<file path="config.mk">
export PLATFORM = sky130hd
export DESIGN_NAME = if_stage
export DESIGN_NICKNAME = d
export VERILOG_FILES = /design/src/rtl/if_stage.sv
export SDC_FILE = /design/constraint.sdc
export NUM_CORES = 1
export LEC_CHECK = 0
export ABC_CLOCK_PERIOD_IN_PS = 3170
export CAP_MARGIN = 20
export CORE_MARGIN = 2
export CORE_UTILIZATION = 47
export CTS_CLUSTER_SIZE = 16
export DETAILED_ROUTE_END_ITERATION = 8
export PLACE_DENSITY = 0.8
export RECOVER_POWER = 25
export REMOVE_ABC_BUFFERS = 1
export SLEW_MARGIN = 10
export SYNTH_ARGS = -nofsm -noshare
export SYNTH_HDL_FRONTEND = slang
export SYNTH_SLANG_ARGS = --single-unit
export TNS_END_PERCENT = 1
</file>
<file path="constraint.sdc">
create_clock -name clk_i -period 3.17 [get_ports clk_i]
set_input_delay 0.317 -clock clk_i [delete_from_list [all_inputs] [get_ports clk_i]]
set_output_delay 0.317 -clock clk_i [all_outputs]
set_load 0.01 [all_outputs]
</file>
<file path="src/rtl/if_stage.sv">
// Instruction-fetch stage: keeps the fetch PC, issues one instruction-memory
// request at a time, and fills the IF/ID pipeline register. A one-entry skid
// buffer catches a response that arrives while decode is stalled. A redirect
// that lands while a response is still in flight makes the stage drain and
// discard that stale response before it fetches from the new target.
//
// Memory handshake: imem_req is a level request. While it is high, imem_addr
// names the word wanted and stays constant. The memory answers that request
// with exactly one imem_rvalid pulse carrying imem_rdata. The pulse may come
// in the same cycle the request first appears or any later cycle. The request
// is complete in the cycle imem_rvalid is high, so at most one request is
// ever outstanding.
module if_stage #(
  parameter logic [31:0] RESET_PC  = 32'h0000_0000,
  parameter logic [31:0] NOP_INSTR = 32'h0000_0013
) (
  input  logic        clk_i,
  input  logic        rst_ni,
  input  logic        StallD,
  input  logic        FlushD,
  input  logic        BranchTakenE,
  input  logic [31:0] PCTargetE,
  output logic        imem_req,
  output logic [31:0] imem_addr,
  input  logic        imem_rvalid,
  input  logic [31:0] imem_rdata,
  output logic [31:0] InstrD,
  output logic [31:0] PCD,
  output logic [31:0] PCPlus4D,
  output logic [24:0] ImmD,
  output logic        ValidD,
  output logic [1:0]  dbg_state
);

  // FETCH: request active. HOLD: skid buffer full, waiting for decode.
  // DRAIN: redirected, waiting to discard the response still in flight.
  typedef enum logic [1:0] {
    FETCH = 2'd0,
    HOLD  = 2'd1,
    DRAIN = 2'd2
  } state_t;

  state_t      state_q, state_n;
  logic [31:0] pcf_q, pcf_n;
  logic [31:0] skid_q, skid_n;
  logic [31:0] instr_q, instr_n;
  logic [31:0] pcd_q, pcd_n;
  logic [31:0] pcp4_q, pcp4_n;
  logic        valid_q, valid_n;

  logic [31:0] target;
  logic [31:0] pcf_plus4;
  logic        kill_d;
  logic        unused_tgt_bits;

  // Redirect targets are forced word-aligned, so PCF[1:0] is always zero.
  assign target          = {PCTargetE[31:2], 2'b00};
  assign unused_tgt_bits = ^PCTargetE[1:0];
  // Arithmetic wraps modulo 2^32.
  assign pcf_plus4       = pcf_q + 32'd4;
  // Flush or redirect squashes whatever would sit in IF/ID after this edge.
  assign kill_d          = FlushD | BranchTakenE;

  // Request only while fetching, and never while reset is held.
  assign imem_req  = rst_ni & (state_q == FETCH);
  assign imem_addr = pcf_q;

  assign InstrD    = instr_q;
  assign PCD       = pcd_q;
  assign PCPlus4D  = pcp4_q;
  assign ImmD      = instr_q[31:7];
  assign ValidD    = valid_q;
  assign dbg_state = state_q;

  // Next-state, next-PC, skid buffer and IF/ID next values.
  always_comb begin
    state_n = state_q;
    pcf_n   = pcf_q;
    skid_n  = skid_q;
    instr_n = instr_q;
    pcd_n   = pcd_q;
    pcp4_n  = pcp4_q;
    valid_n = valid_q;

    case (state_q)
      FETCH: begin
        if (BranchTakenE) begin
          // A response in this cycle is simply dropped. Without one, the
          // in-flight response must be drained first.
          pcf_n   = target;
          state_n = imem_rvalid ? FETCH : DRAIN;
        end else if (imem_rvalid) begin
          if (StallD) begin
            skid_n  = imem_rdata;
            state_n = HOLD;
          end else begin
            instr_n = imem_rdata;
            pcd_n   = pcf_q;
            pcp4_n  = pcf_plus4;
            valid_n = 1'b1;
            pcf_n   = pcf_plus4;
          end
        end else if (!StallD) begin
          // Nothing arrived: hand decode a bubble with fixed PC fields.
          instr_n = NOP_INSTR;
          pcd_n   = 32'd0;
          pcp4_n  = 32'd0;
          valid_n = 1'b0;
        end
      end
      HOLD: begin
        if (BranchTakenE) begin
          pcf_n   = target;
          state_n = FETCH;
        end else if (!StallD) begin
          // The buffered word belongs to PCF, which only advances here.
          instr_n = skid_q;
          pcd_n   = pcf_q;
          pcp4_n  = pcf_plus4;
          valid_n = 1'b1;
          pcf_n   = pcf_plus4;
          state_n = FETCH;
        end
      end
      DRAIN: begin
        if (BranchTakenE) begin
          pcf_n = target;
        end
        if (imem_rvalid) begin
          state_n = FETCH;
        end
        if (!StallD) begin
          instr_n = NOP_INSTR;
          pcd_n   = 32'd0;
          pcp4_n  = 32'd0;
          valid_n = 1'b0;
        end
      end
      default: begin
        state_n = FETCH;
      end
    endcase

    // Flush wins over stall and over any load chosen above.
    if (kill_d) begin
      instr_n = NOP_INSTR;
      pcd_n   = 32'd0;
      pcp4_n  = 32'd0;
      valid_n = 1'b0;
    end
  end

  // State, PC, skid buffer and IF/ID register, with synchronous reset.
  always_ff @(posedge clk_i) begin
    if (!rst_ni) begin
      state_q <= FETCH;
      pcf_q   <= RESET_PC;
      skid_q  <= 32'd0;
      instr_q <= NOP_INSTR;
      pcd_q   <= 32'd0;
      pcp4_q  <= 32'd0;
      valid_q <= 1'b0;
    end else begin
      state_q <= state_n;
      pcf_q   <= pcf_n;
      skid_q  <= skid_n;
      instr_q <= instr_n;
      pcd_q   <= pcd_n;
      pcp4_q  <= pcp4_n;
      valid_q <= valid_n;
    end
  end

endmodule

</file>
==> results of run 1 <==
[worst reg2reg max path: stages (launching register included)]
cell and delay (ps):
dfxtp_1 430, inv_1 100, ha_1 440, and2_1 190, buf_4 170, o21a_1 260
nor2b_4 320, nand2_1 310, o21ai_0 270
[flip-flops by register name, indices dropped and copies added, names as in the netlist]
name       flops
PCD           32
InstrD        32
ValidD         1
PCPlus4D      32
dbg_state      2
skid_q        32
imem_addr     30
[synthesized netlist by cell type, drive strengths merged, types with 8 or more instances]
master and count:
a21oi 65, a22o 31, a22oi 73, and2 8, and3 10, buf 38, clkbuf 71, dfxtp 161
inv 12, nand2 136, nand3 18, nor2 100, nor3 9, o21a 10, o21ai 33, o22ai 9
xnor2 14, xor2 11
[kinds of logic after synthesis]
group                    share of synthesized area [%]
AO/OA/AOI/OAI                                     25.2
flip-flops                                        43.7
buffers and inverters                             7.61
other                                           0.0508
AND/OR/NAND/NOR                                   19.2
XOR/XNOR                                          2.97
adder cells (fa/ha/maj)                          0.847
multiplexers                                     0.407
[through the flow]
stage	setup TNS (ps)	instance area [µm²]	total power [µW]	hold slack [ps]
after floorplan	-66210	6870	2530	434
after global placement	0	9610	2880	433
after detailed placement	0	9610	2890	444
after CTS	0	10200	4820	455
after global routing	0	10200	4990	471
final	0	10200	4800	448
[worst max-delay path by stage]
stage,start,endpoint,slack [ps],cells after the start
2_1_floorplan,dbg_state[0]$_SDFFE_PN0P_,PCPlus4D[14]$_SDFFE_PP0P_,-1430,7
3_3_place_gp,BranchTakenE,imem_addr[15]$_SDFFE_PN0P_,670,6
3_5_place_dp,dbg_state[0]$_SDFFE_PN0P_,PCPlus4D[28]$_SDFFE_PP0P_,620,8
4_1_cts,dbg_state[0]$_SDFFE_PN0P_,PCPlus4D[28]$_SDFFE_PP0P_,590,8
5_1_grt,dbg_state[0]$_SDFFE_PN0P_,PCPlus4D[28]$_SDFFE_PP0P_,320,8
6_report,dbg_state[0]$_SDFFE_PN0P_,PCPlus4D[21]$_SDFFE_PP0P_,600,8
[report_power, final]
group	internal [µW]	switching, µW	total [µW]
registers	2080	82.9	2160
clock network	1140	817	1960
logic	319	368	687
total	3540	1270	4800
[routing by layer]
| layer | vias to the layer above | global-route usage (%) | wire (µm) | share of wire, % |
|---|---|---|---|---|
| met5 | - | 0 | 0 | 0 |
| li1 | 3525 | - | - | - |
| met4 | 0 | 10.2 | 563 | 2.5 |
| met3 | 40 | 5.33 | 1390 | 6.3 |
| met1 | 3469 | 33.6 | 9580 | 43 |
| met2 | 249 | 43.5 | 10600 | 48 |
[area by class of cell]
cell class	count	area share, %
antenna	1	0.0246
clock buffer	23	4.70
clock inverter	9	0.811
inverter	12	0.443
multi-input combinational	628	35.6
sequential	161	31.7
tap	211	2.59
timing repair buffer	250	24.1
==> impl_metrics.toml, run 1 <==
[critical_path]
crit_path_start_kind = "register"
cp_slowest_stage_delay_ps = 440
reg2regPathDepth = 8
crit_fanout = 11
path_cells = "inv_1, ha_1, and2_1, buf_4, o21a_1, nor2b_4, nand2_1, o21ai_0"
worstPathRequired_ps = 3510
r2r-start = "dbg_state[0]$_SDFFE_PN0P_"
path_class = "register to register"
reg2reg_slack_ps = 600
critPathArrivalTime_ps = 2900
timing.rr.end = "PCPlus4D[21]$_SDFFE_PP0P_"
critical_path.slowest_cell = "ha_1"
cpLargestDelayFamily = "simple AND/OR/NAND/NOR gates"
crit_buf_inv = 2
end_kind = "register"

[hold_path]
whs_path_depth = 2
hold_start = "PCPlus4D[25]$_SDFFE_PP0P_"
holdCritPathClass = "register to register"
hold_end = "PCPlus4D[25]$_SDFFE_PP0P_"

[timing]
fmax_mhz = 390
setup_viol = 0
fin_crit_ps = 2570
setup_ws_ps = 604
relSlewSlack_pct = 23.5
skew_ps = 6.26
hold_viol_final = 0
rsz0062_at_grt = "false"
timing.final.crit_share_pct = 81.0
final_max_slew_viol_count = 0
worst_slew_pin_slew_ps = 1150

[layout]
layout.nets = 1145
drive_above_1_share_pct = 6.46
final_core_utilization_pct = 66.7
layout_common_cells = "dfxtp_1, clkdlybuf4s50_1, nand2_1, nor2_1, dlygate4sd3_1"
regArea_um2 = 3220
nFillCells = 1268
area_growth_pct = 37.9
fin_cells = 1295
layout_commonest_cell = "dfxtp_1"
multi_input_area_um2 = 3620

[clocking]
htree_num_levels = 4
postCtsHoldBufs = 0
cts_resized = 0
cts_root_buf = "clkbuf_16"
clkTransAtPathRegs_ps = 60
postCtsSetupBuffers = 0
cts.sinks = 161
cts_buffers = 17
cts_tree = "done"
worstSkewPairLatency_ps = 420
clockBufferDepth = 2

[place]
dp.cells = 1262
place_congestion = 0.834
port_buffers = 222
pre_cts_ws_ps = 622
dpl.hpwl_mm = 14.9

[detailed_routing]
via_per_inst = 5.62
wl_per_cell_um = 17.1
drtAntennaViolNets = 0
drc = 0
drtIter0Drc = 541
vias = 7283
drt_wl_total_mm = 22.1
drtPass1Iterations = 5

[synth]
yosysTopAreaCell = "dfxtp_1"
synth_area_per_cell_um2 = 8.12
syn_area_um2 = 7380
yosys_warnings = 0
ys.flop_type = "dfxtp_1"
synth_edf_count = 0
synth_top_area_share_pct = 43.7
ys_async_sr_fraction_pct = 0
synthTopCellsByArea = "dfxtp_1, a22oi_1, nand2_1"
synth-seq-cells = 161
synth_cell_types = 54
yosysSeqAreaShare_pct = 43.7
syn_inst = 909

[die]
core_um2 = 15300
die_area_um2 = 16700
rows = 45
die_x_um = 129
initial_utilization_pct = 48.4
die_h_um = 129
io-pin-count = 227

[global_route]
track_usage_pct = 26.2
grt_pass1_vias = 6861
grt_pass1_wl_mm = 35.0
antenna_found_initial = 1
gr-total-overflow = 0
grt_max_degree = 55

[power_and_ir_drop]
p_leak_uw = 0.00377
ir_worst_vdd_uv = 392
power_density_nw_per_um2 = 472

[outcome]
status = "complete, no violations"

[flow_run]
max_cap_viol_count = 0
Power figures use the tool's default switching activity.
==> run 2: changes to the inputs <==
--- a/config.mk
+++ b/config.mk
@@ -5,7 +5,7 @@
 export SDC_FILE = /design/constraint.sdc
 export NUM_CORES = 1
 export LEC_CHECK = 0
-export ABC_CLOCK_PERIOD_IN_PS = 3170
+export ABC_CLOCK_PERIOD_IN_PS = 2400
 export CAP_MARGIN = 20
 export CORE_MARGIN = 2
 export CORE_UTILIZATION = 47
==> constraint.sdc (replaced) <==
create_clock -name clk_i -period 2.4 [get_ports clk_i]
set_input_delay 0.24 -clock clk_i [delete_from_list [all_inputs] [get_ports clk_i]]
set_output_delay 0.24 -clock clk_i [all_outputs]
set_load 0.01 [all_outputs]
==> impl_metrics.toml, run 2 (synthesis gave the netlist of run 1 again) <==
[critical_path]
reg2regPathDepth = 5
worstPathRequired_ps = 2750
timing.rr.end = "imem_addr[31]$_SDFFE_PN0P_"
cp_slowest_stage_delay_ps = 530
end_kind = "register"
critPathArrivalTime_ps = 2600
reg2reg_slack_ps = 160
critical_path.slowest_cell = "or4_4"
path_class = "register to register"
crit_fanout = 7
path_cells = "nand4_2, or3_1, or4_4, or4_1, a31oi_1"
r2r-start = "imem_addr[4]$_SDFFE_PN0P_"
crit_path_start_kind = "register"

[die]
initial_utilization_pct = 48.4
die_area_um2 = 16700
die_x_um = 129
io-pin-count = 227
core_um2 = 15300
die_h_um = 129
rows = 45

[clocking]
postCtsSetupBuffers = 0
worstSkewPairLatency_ps = 430
cts_buffers = 17
cts_tree = "done"
clkTransAtPathRegs_ps = 60
cts_root_buf = "clkbuf_16"
clockBufferDepth = 2
htree_num_levels = 4
cts.sinks = 161
postCtsHoldBufs = 0

[global_route]
track_usage_pct = 27.4
grt_max_degree = 55
antenna_found_initial = 1
gr-total-overflow = 0
grt_pass1_wl_mm = 36.4
grt_pass1_vias = 7201

[timing]
setup_ws_ps = 159
timing.final.crit_share_pct = 93.4
rsz0062_at_grt = "false"
fmax_mhz = 446
hold_viol_final = 0
whs_ps = 385
setup_viol = 0
skew_ps = 6.79
fin_crit_ps = 2240
worst_slew_pin_slew_ps = 637
relSlewSlack_pct = 57.1
final_max_slew_viol_count = 0

[hold_path]
hold_end = "skid_q[21]$_SDFFE_PN0P_"
whs_path_depth = 3
hold_start = "imem_rdata[21]"
holdCritPathClass = "primary input to register"

[layout]
area_growth_pct = 43.1
drive_above_1_share_pct = 9.95
layout_common_cells = "dfxtp_1, clkdlybuf4s50_1, nand2_1, nor2_1, dlygate4sd3_1"
nFillCells = 1218
final_core_utilization_pct = 69.2
final_area_um2 = 10600
layout_commonest_cell = "dfxtp_1"
layout.nets = 1178

[detailed_routing]
wl_per_cell_um = 17.4
via_per_inst = 5.70
drtAntennaViolNets = 0
vias = 7572
drc = 0
drt_wl_total_mm = 23.1
drtPass1Iterations = 8
drtIter0Drc = 633

[outcome]
status = "complete, no violations"

[flow_run]
max_cap_viol_count = 0

[place]
port_buffers = 222
place_congestion = 0.884
postPlaceCellArea_um2 = 9890
dpl.hpwl_mm = 15.4
pre_cts_ws_ps = 101

[power_and_ir_drop]
ir_worst_vdd_uv = 517
p_leak_uw = 0.00401
power_density_nw_per_um2 = 635
-- run 2: cell types whose count changed in the layout (fill, tap and decap cells not counted), moves of 2 or more --
cell / before / now
nor4_2: 0 / 2
bufinv_16: 1 / 4
dfxtp_1: 161 / 159
buf_12: 2 / 4
nor4_1: 6 / 4
dfxtp_2: 0 / 2
buf_4: 26 / 55
buf_6: 0 / 2
clkinv_2: 3 / 1
-- run 2: stage by stage --
| step | setup TNS, ps | instances | power, µW |
|---|---|---|---|
| 6_report | 0 | 1328 | 6710 |
| 5_1_grt | 0 | 1328 | 6940 |
| 4_1_cts | 0 | 1327 | 6710 |
| 3_5_place_dp | 0 | 1295 | 3870 |
| 3_3_place_gp | 0 | 1295 | 3860 |
| 2_1_floorplan | -123400 | 801 | 3340 |
-- run 2: layer usage --
layer / share of wire [%] / track usage [%] / routed length, µm / vias up
met5: 0 / 0 / 0 / -
met4: 2.8 / 11.4 / 646 / 0
met3: 7.5 / 7.84 / 1730 / 52
met2: 49 / 46.5 / 11400 / 316
met1: 41 / 32.7 / 9370 / 3618
li1: - / - / - / 3586
-- run 2: repair_timing --
action / 4_1_cts / 5_1_grt
setup endpoints to repair: 1 / 63
resized for setup: 1 / 11
cloned: 0 / 0
-- run 2: report_power, final --
group	switching [µW]	internal, µW
combinational	556	474
clock	1070	1790
sequential	64.6	2750
-- run 2: worst max-delay path, delay by kind of cell (launching register included) --
kind	cells	cell delay, ps
and+or+nand+nor	4	1510
DFF	1	480
AOI/OAI and AO/OA	1	170
-- run 2: worst max-delay path by stage --
stage          slack [ps]  cells after the start                          to                      start
2_1_floorplan       -2200                      7   PCPlus4D[14]$_SDFFE_PP0P_  dbg_state[0]$_SDFFE_PN0P_
3_3_place_gp          140                      5  imem_addr[28]$_SDFFE_PN0P_                     StallD
3_5_place_dp          100                      8   PCPlus4D[20]$_SDFFE_PP0P_  dbg_state[1]$_SDFFE_PN0P_
4_1_cts                40                      7  imem_addr[20]$_SDFFE_PN0P_  imem_addr[2]$_SDFFE_PN0P_
5_1_grt                20                      8   PCPlus4D[20]$_SDFFE_PP0P_  dbg_state[1]$_SDFFE_PN0P_
6_report              160                      5  imem_addr[31]$_SDFFE_PN0P_  imem_addr[4]$_SDFFE_PN0P_
-- run 2: layout make-up --
| class | instances | area, µm² | area share [%] |
|---|---|---|---|
| clock buffers | 23 | 468 | 4.43 |
| flip-flops and latches | 161 | 3230 | 30.5 |
| repair buffers | 283 | 2740 | 25.9 |
| clock inverters | 9 | 155 | 1.47 |
| multi-input cells | 628 | 3660 | 34.7 |
| diodes | 1 | 2.50 | 0.0237 |
| inverters | 12 | 45.0 | 0.426 |
| well taps | 211 | 264 | 2.50 |
==> run 3: changes to the inputs <==
--- a/config.mk
+++ b/config.mk
@@ -5,13 +5,13 @@
 export SDC_FILE = /design/constraint.sdc
 export NUM_CORES = 1
 export LEC_CHECK = 0
-export ABC_CLOCK_PERIOD_IN_PS = 2400
+export ABC_CLOCK_PERIOD_IN_PS = 1800
 export CAP_MARGIN = 20
 export CORE_MARGIN = 2
-export CORE_UTILIZATION = 47
+export CORE_UTILIZATION = 43
 export CTS_CLUSTER_SIZE = 16
 export DETAILED_ROUTE_END_ITERATION = 8
-export PLACE_DENSITY = 0.8
+export PLACE_DENSITY = 0.77
 export RECOVER_POWER = 25
 export REMOVE_ABC_BUFFERS = 1
 export SLEW_MARGIN = 10
==> constraint.sdc (replaced) <==
create_clock -name clk_i -period 1.8 [get_ports clk_i]
set_input_delay 0.18 -clock clk_i [delete_from_list [all_inputs] [get_ports clk_i]]
set_output_delay 0.18 -clock clk_i [all_outputs]
set_load 0.01 [all_outputs]
==> impl_metrics.toml, run 3 (synthesis gave the netlist of run 1 again) <==
[layout]
layout_commonest_cell = "clkdlybuf4s50_1"
regArea_um2 = 3240
layout.nets = 1253
fin_cells = 1411
drive_above_1_share_pct = 19.8
layout_common_cells = "clkdlybuf4s50_1, dfxtp_1, nand2_1, buf_4, nor2_1"
area_growth_pct = 55.1
n_antenna_cell = 0
multi_input_area_um2 = 3900
final_area_um2 = 11400
final_core_utilization_pct = 68.6
nFillCells = 1349

[detailed_routing]
drc = 0
drtPass1Iterations = 7
drtIter0Drc = 607
wl_per_cell_um = 17.2
vias = 7838
drt_wl_total_mm = 24.2
via_per_inst = 5.55
drtAntennaViolNets = 0

[clocking]
worstSkewPairLatency_ps = 430
cts_tree = "done"
cts_buffers = 17
htree_num_levels = 4
postCtsHoldBufs = 0
clkTransAtPathRegs_ps = 70
cts_root_buf = "clkbuf_16"
cts.sinks = 161
clockBufferDepth = 2

[global_route]
grt_pass1_wl_mm = 37.4
grt_pass1_vias = 7418
antenna_found_initial = 0
gr-total-overflow = 0
track_usage_pct = 25.5
grt_max_degree = 43

[power_and_ir_drop]
p_sw_uw = 2480
power.internal_uw = 6450
power_frac_seq_pct = 41.8
p_clk_share_pct = 39.5
ir_worst_vdd_uv = 684
power_density_nw_per_um2 = 780
switching_share_pct = 27.7
combPwrFrac_pct = 18.7
p_leak_uw = 0.00439

[timing]
rsz0062_at_grt = "true"
setup_tns_ps = -464
final_max_slew_viol_count = 0
setup_viol = 6
timing.final.crit_share_pct = 109
setup_ws_ps = -161
skew_ps = 9.79
hold_viol_final = 0
fmax_mhz = 510
fin_crit_ps = 1960

[place]
pre_cts_ws_ps = -263
port_buffers = 222
dp.cells = 1374
place_congestion = 0.931
postPlaceCellArea_um2 = 10500
dpl.hpwl_mm = 16.5

[die]
die_area_um2 = 18200
rows = 47
io-pin-count = 227
core_um2 = 16700
die_x_um = 135
initial_utilization_pct = 44.2
die_h_um = 135

[critical_path]
critPathArrivalTime_ps = 2320
crit_path_start_kind = "register"
worstPathRequired_ps = 2160
end_kind = "register"
crit_fanout = 2
reg2regPathDepth = 5
path_class = "register to register"

[hold_path]
holdCritPathClass = "primary input to register"
whs_path_depth = 3

[flow_run]
max_cap_viol_count = 0

[outcome]
status = "complete, but fails checks"
violations = "negative setup slack"
## run 3: cell types whose count changed in the layout (fill, tap and decap cells not counted), sizes merged
cell | previous run | this run
buf | 61 | 136
bufinv | 4 | 1
clkbuf | 23 | 19
clkdlybuf4s50 | 143 | 166
clkinv | 1 | 6
diode | 1 | 0
dlygate4sd3 | 79 | 54
dlymetal6s2s | 0 | 1
inv | 12 | 15
## run 3: critical path: stages (launching register included)
cell and delay (ps):
dfxtp_1 350, and4_1 240, nand4_1 170, or4_4 570
or4_1 400, a31oi_1 170
## run 3: layout make-up
cell class | count | share of cell area [%]
clock buffer | 18 | 3.84
sequential | 161 | 28.3
multi-input combinational | 628 | 34.1
tap | 220 | 2.40
inverter | 12 | 0.393
timing repair buffer | 358 | 29.9
clock inverter | 14 | 1.17
## run 3: power groups by stage
stage,Combinational [µW],Clock (µW),Sequential (µW)
after detailed placement,1560,0,3800
after global placement,1550,0,3790
after floorplan,570,0,3890
after CTS,1610,3570,3720
final,1670,3520,3730
after global routing,1790,3720,3740
## run 3: metrics by stage
stage,hold slack [ps],power (µW)
floorplan,297,4460
global placement,434,5340
detailed placement,441,5360
CTS,313,8910
global route,342,9250
finish,322,8930
## run 3: metal layers
metal	GRT usage, %	routed length [µm]	vias up
li1	-	-	3732
met1	33.4	10300	3762
met2	41.9	11800	299
met3	4.69	1670	45
met4	9.61	459	0
met5	0	0	-
## run 3: timing repair
item | CTS | global route
resized for setup | 27 | 52
setup endpoints to repair | 118 | 124
setup buffers | 1 | 4
pin swaps | 4 | 15
hold endpoints to repair | 0 | 0
## run 3: worst paths after layout
path / from / end / slack (ps)
worst max-delay path: imem_addr[19]$_SDFFE_PN0P_ / imem_addr[31]$_SDFFE_PN0P_ / -160
worst min-delay path: imem_rdata[15] / skid_q[15]$_SDFFE_PN0P_ / 320
worst max register to register: imem_addr[19]$_SDFFE_PN0P_ / imem_addr[31]$_SDFFE_PN0P_ / -160
worst min register to register: PCPlus4D[19]$_SDFFE_PP0P_ / PCPlus4D[19]$_SDFFE_PP0P_ / 450
